**src/rtl/vhsam_pkg.sv**
```systemverilog
// vhsam_pkg: opcodes, FSM states and console select codes for the Very Half SAM CPU.
package vhsam_pkg;
  localparam logic [3:0] OP_SYS    = 4'h0;
  localparam logic [3:0] OP_BR     = 4'h1;
  localparam logic [3:0] OP_BRZ    = 4'h2;
  localparam logic [3:0] OP_BRP    = 4'h3;
  localparam logic [3:0] OP_BRN    = 4'h4;
  localparam logic [3:0] OP_BRIND  = 4'h5;
  localparam logic [3:0] OP_CLOAD  = 4'h6;
  localparam logic [3:0] OP_DLOAD  = 4'h7;
  localparam logic [3:0] OP_ILOAD  = 4'h8;
  localparam logic [3:0] OP_DSTORE = 4'h9;
  localparam logic [3:0] OP_ISTORE = 4'hA;
  localparam logic [3:0] OP_ADD    = 4'hB;
  localparam logic [3:0] OP_AND    = 4'hC;
  localparam logic [7:0] IR_HALT   = 8'h00;
  localparam logic [7:0] IR_NEG    = 8'h01;
  localparam logic [1:0] SEL_PC    = 2'b00;
  localparam logic [1:0] SEL_IREG  = 2'b01;
  localparam logic [1:0] SEL_ACC   = 2'b10;
  typedef enum logic [3:0] {
    IDLE, FETCH_A, FETCH_D, DECODE, IND_A, IND_D, MEM_A, MEM_D, HALT, PAUSED
  } state_t;
  function automatic logic [7:0] sext4(input logic [3:0] v);
    return {{4{v[3]}}, v};
  endfunction
endpackage

```
**src/rtl/vhsam_alu.sv**
```systemverilog
// vhsam_alu: combinational accumulator arithmetic and branch-condition evaluation.
module vhsam_alu
  import vhsam_pkg::*;
(
  input  logic [3:0] op,
  input  logic [3:0] n,
  input  logic [7:0] acc,
  input  logic [7:0] mem,
  output logic [7:0] imm,
  output logic [7:0] neg,
  output logic [7:0] sum,
  output logic [7:0] conj,
  output logic       taken
);
  assign imm   = sext4(n);
  assign neg   = 8'h00 - acc;
  assign sum   = acc + mem;
  assign conj  = acc & mem;
  assign taken = (op == OP_BR) || (op == OP_BRZ && acc == 8'h00) ||
                 (op == OP_BRP && !acc[7] && acc != 8'h00) || (op == OP_BRN && acc[7]);
endmodule

```
**src/rtl/very_half_sam_top.sv**
```systemverilog
// very_half_sam_top: 8-bit accumulator CPU with a multiplexed address/data memory bus.
// Defining VHSAM_PAUSE_EN lets the console pause input hold the CPU between instructions.
module very_half_sam_top
  import vhsam_pkg::*;
(
  input  logic       clk,
  input  logic       rst,
  output logic [7:0] Bus_Out,
  input  logic [7:0] Bus_In,
  output logic       En,
  output logic       Rw,
  output logic       ALE,
  input  logic       pause,
  input  logic [1:0] regSelect,
  output logic [7:0] dispReg
);
  state_t state, nxt;
  logic [7:0] pc, acc, ireg, iar, imm, neg, sum, conj;
  logic [3:0] op, n;
  logic taken, hold, is_ind, is_store, is_mem;
  assign op = ireg[7:4];
  assign n  = ireg[3:0];
`ifdef VHSAM_PAUSE_EN
  assign hold = pause;
`else
  assign hold = pause & 1'b0;
`endif
  assign is_ind   = op == OP_ILOAD || op == OP_ISTORE;
  assign is_store = op == OP_DSTORE || op == OP_ISTORE;
  assign is_mem   = is_ind || is_store || op == OP_BRIND || op == OP_DLOAD ||
                    op == OP_ADD || op == OP_AND;
  assign dispReg  = regSelect == SEL_PC ? pc : regSelect == SEL_IREG ? ireg :
                    regSelect == SEL_ACC ? acc : iar;
  vhsam_alu alu (
    .op(op), .n(n), .acc(acc), .mem(Bus_In),
    .imm(imm), .neg(neg), .sum(sum), .conj(conj), .taken(taken)
  );
  always_comb begin
    nxt = state;
    ALE = 1'b0;
    En = 1'b0;
    Rw = 1'b1;
    Bus_Out = 8'h00;
    case (state)
      IDLE: nxt = FETCH_A;
      FETCH_A: begin
        nxt = hold ? PAUSED : FETCH_D;
        ALE = !hold;
        En = !hold;
        Bus_Out = hold ? 8'h00 : pc;
      end
      FETCH_D: begin
        nxt = DECODE;
        En = 1'b1;
      end
      DECODE: nxt = ireg == IR_HALT ? HALT : is_ind ? IND_A : is_mem ? MEM_A : FETCH_A;
      IND_A: begin
        nxt = IND_D;
        ALE = 1'b1;
        En = 1'b1;
        Bus_Out = {4'h0, n};
      end
      IND_D: begin
        nxt = MEM_A;
        En = 1'b1;
      end
      // write cycles keep En low while the address is latched
      MEM_A: begin
        nxt = MEM_D;
        ALE = 1'b1;
        En = !is_store;
        Rw = !is_store;
        Bus_Out = is_ind ? iar : {4'h0, n};
      end
      MEM_D: begin
        nxt = FETCH_A;
        En = 1'b1;
        Rw = !is_store;
        Bus_Out = is_store ? acc : 8'h00;
      end
      PAUSED: nxt = hold ? PAUSED : FETCH_A;
      default: nxt = HALT;
    endcase
  end
  always_ff @(posedge clk or posedge rst) begin
    if (rst) begin
      state <= IDLE;
      pc <= 8'h00;
      acc <= 8'h00;
      ireg <= 8'h00;
      iar <= 8'h00;
    end else begin
      state <= nxt;
      case (state)
        FETCH_D: begin
          ireg <= Bus_In;
          pc <= pc + 8'd1;
        end
        DECODE: begin
          if (ireg == IR_NEG) acc <= neg;
          if (op == OP_CLOAD) acc <= imm;
          if (taken) pc <= pc + imm;
        end
        IND_D: iar <= Bus_In;
        MEM_D: begin
          if (op == OP_BRIND) pc <= Bus_In;
          if (op == OP_DLOAD || op == OP_ILOAD) acc <= Bus_In;
          if (op == OP_ADD) acc <= sum;
          if (op == OP_AND) acc <= conj;
        end
        default: ;
      endcase
    end
  end
endmodule

```
**config.mk**
```make
export PLATFORM = sky130hd
export DESIGN_NAME = very_half_sam_top
export DESIGN_NICKNAME = d
export VERILOG_FILES = /design/src/rtl/vhsam_pkg.sv /design/src/rtl/vhsam_alu.sv /design/src/rtl/very_half_sam_top.sv
export SDC_FILE = /design/constraint.sdc
export NUM_CORES = 1
export LEC_CHECK = 0
export CAP_MARGIN = 20
export CORE_MARGIN = 1.5
export CORE_UTILIZATION = 45
export CTS_CLUSTER_DIAMETER = 80
export DETAILED_ROUTE_END_ITERATION = 10
export PLACE_DENSITY = 0.63
export SLEW_MARGIN = 20
export SYNTH_ARGS = -nofsm -noshare
export SYNTH_HDL_FRONTEND = slang
export SYNTH_HIERARCHICAL = 1
export SYNTH_SLANG_ARGS = --single-unit
```
**constraint.sdc**
```tcl
create_clock -name clk -period 4.13 [get_ports clk]
set_clock_uncertainty 0.15 [all_clocks]
set_input_delay 1.239 -clock clk [delete_from_list [all_inputs] [get_ports clk]]
set_output_delay 1.239 -clock clk [all_outputs]
set_load 0.01 [all_outputs]
```
Yosys cells after proc, flatten, opt, wreduce, memory -nomap -nowiden
Cells that the tools add are included.

Register bits after elaboration: 36. Word-level logic and storage cells: 89. Output and inout bits: 19. Input bits: 13.

$add $sub $neg: 4. Bitwise gates (word level): 1. Muxes and demuxes: 22. Reduce and logical (&&, ||, !) cells: 30. Equal/unequal tests: 27.

Operators by type and width (number): $mux W8 (12); $eq A4 B3 Y1 const B (8); $pmux W8 S4 (1); $pmux W4 S7 (1); $eq A4 B4 Y1 const B (6); $pmux W8 S3 (1); $add A8 B8 Y8 (2); $eq A4 B2 Y1 const B (4); $logic_not A8 Y1 (2); $pmux W8 S2 (1); $logic_or A1 B1 Y1 (11); $add A8 B1 Y8 const B (1); $and A8 B8 Y8 (1); $eq A4 B1 Y1 const B (2); $eq A8 B1 Y1 const B (1); $reduce_bool A8 Y1 (1); $sub A1 B8 Y8 const A (1); $mux W3 (2); $reduce_and A3 Y1 (2); $reduce_or A3 Y1 (2); $reduce_or A5 Y1 (1); $logic_and A1 B1 Y1 (4); $logic_not A4 Y1 (1); $mux W4 (1); other kinds (13) (15).

Logic depth before layout (Yosys ltp)
Depth after elaboration: 11. Gate-level depth with buffers: 12.

Cells and area by module
The synthesis kept the hierarchy.

Modules (own cells, without submodules): very_half_sam_top (cells each 306, instances 1, area each 2864.0 sq um); vhsam_alu (cells each 71, instances 1, area each 544.3 sq um).

Least setup slack after synthesis
No wires, ideal clock.

Path type: input-to-output. Start point: in regSelect[1]. End point: out dispReg[0]. Data required time: 2.741 ns. Setup slack: 0.714 ns. Stages: 2. Buffers on the path: 1. Arrival: 2.027 ns. Cell sequence: buf_2 -> mux4_2.

Longest elaborated chain between the ends: 4. Elaborated cells between the ends (all ways): 6.

Ends and longest elaborated chain: start: declaration (line very_half_sam_top.sv:14) `input logic [1:0] regSelect,`; $eq A2 B2 Y1 (line very_half_sam_top.sv:33) `regSelect == SEL_ACC ? acc : iar;`; $mux W8 (line very_half_sam_top.sv:33); $mux W8 (line very_half_sam_top.sv:32) `assign dispReg = regSelect == SEL_PC ? pc : regSelect == SEL_IREG ? ireg :`; $mux W8 (*) (line very_half_sam_top.sv:32); end: declaration (line very_half_sam_top.sv:15) `output logic [7:0] dispReg`.

Every way passes the cells marked *; elsewhere a longest branch is shown, timed or not.

Worst setup path after layout
Start point: in regSelect[1]. End point: out dispReg[3].

The elaborated chain is that of the path after synthesis.

==> flow_metrics.tcl <==
set metrics [dict create \
    hp-start "iar[0]" \
    clk_latency_ps 300 \
    yosys.cell_types.count 58 \
    crit_path_end_kind "output pin" \
    clockBufferDepth 2 \
    post-route-period-util_pct 98.9 \
    yosys.area.top_type "dfrtp_1" \
    cts-buffers-inserted 5 \
    cts_htree_levels 2 \
    synth_nets 408 \
    fin_crit_ps 4090 \
    tns_ps 0 \
    max_clock_freq_mhz 245 \
    synth.avg_cell_area_um2 9.04 \
    wl_per_cell_um 18.6 \
    pin_count 32 \
    core-area_um2 7290 \
    setup_viol 0 \
    yosysWarningCount 6 \
    cts-hold-fix-buffers 0 \
    drc 0 \
    cpPeakStageDelay_ps 500 \
    synthArstFlopShare_pct 100 \
    track_usage_pct 24.1 \
    critical_path_arrival_ps 2700 \
    path_class "in2out" \
    required_ps 2740 \
    synth_area_leaders "dfrtp_1, mux2_2, ha_1" \
    crit_path_start "regSelect[1]" \
    fp.dieH_um 90.0 \
    initialDrtViolationCount 209 \
    routabilityCongestion 0.844 \
    crit_chain "clkdlybuf4s50_1 > buf_4 > mux4_2 > dlygate4sd2_1" \
    final_nets 437 \
    synth_flop_cell "dfrtp_1" \
    cts_tree "done" \
    grt_antenna_before_repair 0 \
    wl_um 9390 \
    p_per_area_nw_per_um2 815 \
    dpl_cell_area_um2 3800 \
    holdWs_ps 388 \
    fin_total_pwr_mw 3.17 \
    io_buffers 30 \
    grt_pass1_vias 2896 \
    slew_violations 0 \
    dr.pass1.iters 5 \
    via_count 3065 \
    synth_edf_count 0 \
    synthToLayoutAreaGrowth_pct 14.0 \
    postRouteAntennaNets 0 \
    synth_top_cell_area_share_pct 26.4 \
    crit_fanout 4 \
    ys_seq_area_share_pct 26.4 \
    clkSlewWorstSetupHoldPaths_ps 80 \
    hold_violations 0 \
    ys_seq_elements 36 \
    r2r_start "acc[5]" \
    finalInstanceArea_um2 3880 \
    rows 31 \
    start_util_pct 46.7 \
    relSlewSlack_pct 52.6 \
    setup.worst_path.start_class "input pin" \
    worst_slew_pin_slew_ps 706 \
    grt_first_pass_wirelength_um 15400 \
    cts.sinks 36 \
    n_antenna_cell 0 \
    drive_gt1_share_pct 17.2 \
    dp_hpwl_um 6950 \
    die_area_um2 8110 \
    via_per_inst 6.06 \
    worstHoldPathType "reg2reg" \
    drv_cap 0 \
    grt-ovfl-total 0 \
    outcome "completed" \
    critPathSlowestCell "mux4_2" \
    grt_max_degree 37 \
    syn-cell-area_um2 3410 \
    final_cell_count_no_fill 506 \
    die_w_um 90.0 \
    rsz0062_at_grt "yes" \
    root_buffer "clkbuf_8" \
    ir_worst_vdd_v 0.000372 \
    syn_inst 377 \
    leakage_nw 1.62 \
    placed_cells 498 \
]
metrics by stage:
| stage | setup slack [ps] | util [%] |
|---|---|---|
| detailed placement | -165 | 52.1 |
| global route | -14.8 | 53.3 |
| floorplan | 714 | - |
| CTS | 32.0 | 53.3 |
| global placement | -156 | 52.1 |
| finish | 44.5 | 53.3 |
cells in the mapped netlist (3+ instances only):
cell	count
a211oi_1	3
a21o_1	4
a21oi_1	31
a221oi_1	9
a22oi_1	8
and2_1	5
and3_1	3
buf_2	6
buf_4	12
buf_6	3
clkbuf_1	4
dfrtp_1	36
ha_1	16
inv_1	21
mux2_2	25
mux2i_1	16
mux4_2	8
nand2_1	22
nand3_1	6
nand3b_1	4
nor2_1	25
nor2b_1	7
nor3_1	12
o211ai_1	3
o21a_1	4
o21ai_0	20
o22ai_1	10
or3_1	4
xnor2_1	10
xor2_1	5
final cells by class:
cell class | instances | area (µm²)
clock buffers | 6 | 82.6
clock inverters | 2 | 13.8
fillers | 723 | 3410
inverters | 21 | 78.8
multi-input cells | 293 | 2250
flip-flops and latches | 36 | 901
well taps | 99 | 124
repair buffers | 49 | 433
worst max-delay path, delay by kind of cell:
| kind | cells | cell delay [ps] |
|---|---|---|
| buffers and inverters | 3 | 950 |
| muxes | 1 | 500 |
metal layers:
metal	wire length [µm]	global-route usage, %
met1	4250	32.6
met3	443	3.38
met5	0	0
met2	4550	40.2
met4	156	6.75
final timing paths:
kind | cells after the start | to | slack [ps]
min in group asynchronous | 3 | state[3] | 1210
hold reg to reg | 1 | iar[0] | 390
setup reg to reg | 9 | pc[7] | 1130
setup / recovery | 4 | dispReg[3] | 40
max in group asynchronous | 3 | pc[5] | 2270
hold / removal | 1 | iar[0] | 390
cell families (layout without fill, tap and decap cells):
family	Yosys count	in the layout	share of synthesized area, %
AO/OA/AOI/OAI	101	101	18.9
XOR/XNOR	15	15	3.85
adder cells (fa/ha/maj)	18	18	7.05
buffers and inverters	48	78	7.49
flip-flops	36	36	26.4
multiplexers	49	49	18.2
AND/OR/NAND/NOR	110	110	18.0
what timing repair did:
action	4_1_cts	5_1_grt
resized for setup	8	0
setup endpoints to repair	8	3
buffers inserted	0	0
hold endpoints to repair	0	0
layout by cell type, fill, tap and decap left out, types with 6 or more instances in the layout:
cell             instances
dfrtp_1                 36
a21oi_1                 31
mux2_2                  25
nor2_1                  25
nand2_1                 22
clkdlybuf4s50_1         22
inv_1                   21
o21ai_0                 20
buf_4                   19
mux2i_1                 16
ha_1                    16
nor3_1                  12
o22ai_1                 10
xnor2_1                 10
a221oi_1                 9
a22oi_1                  8
mux4_2                   8
dlygate4sd2_1            8
nor2b_1                  7
nand3_1                  6
clkbuf_8                 6
report_power, final:
| group | leakage (nW) | internal [mW] | switching (mW) | total, mW |
|---|---|---|---|---|
| combinational | 1.13 | 1.02 | 1.08 | 2.10 |
| sequential | 0.435 | 0.521 | 0.271 | 0.792 |
| clock | 0.0516 | 0.136 | 0.140 | 0.276 |
registers in the layout (all words and copies together) (netlist names):
| signal | flops |
|---|---|
| acc | 8 |
| iar | 8 |
| ireg | 8 |
| state | 4 |
| pc | 8 |
(Power assumes the default switching activity.)
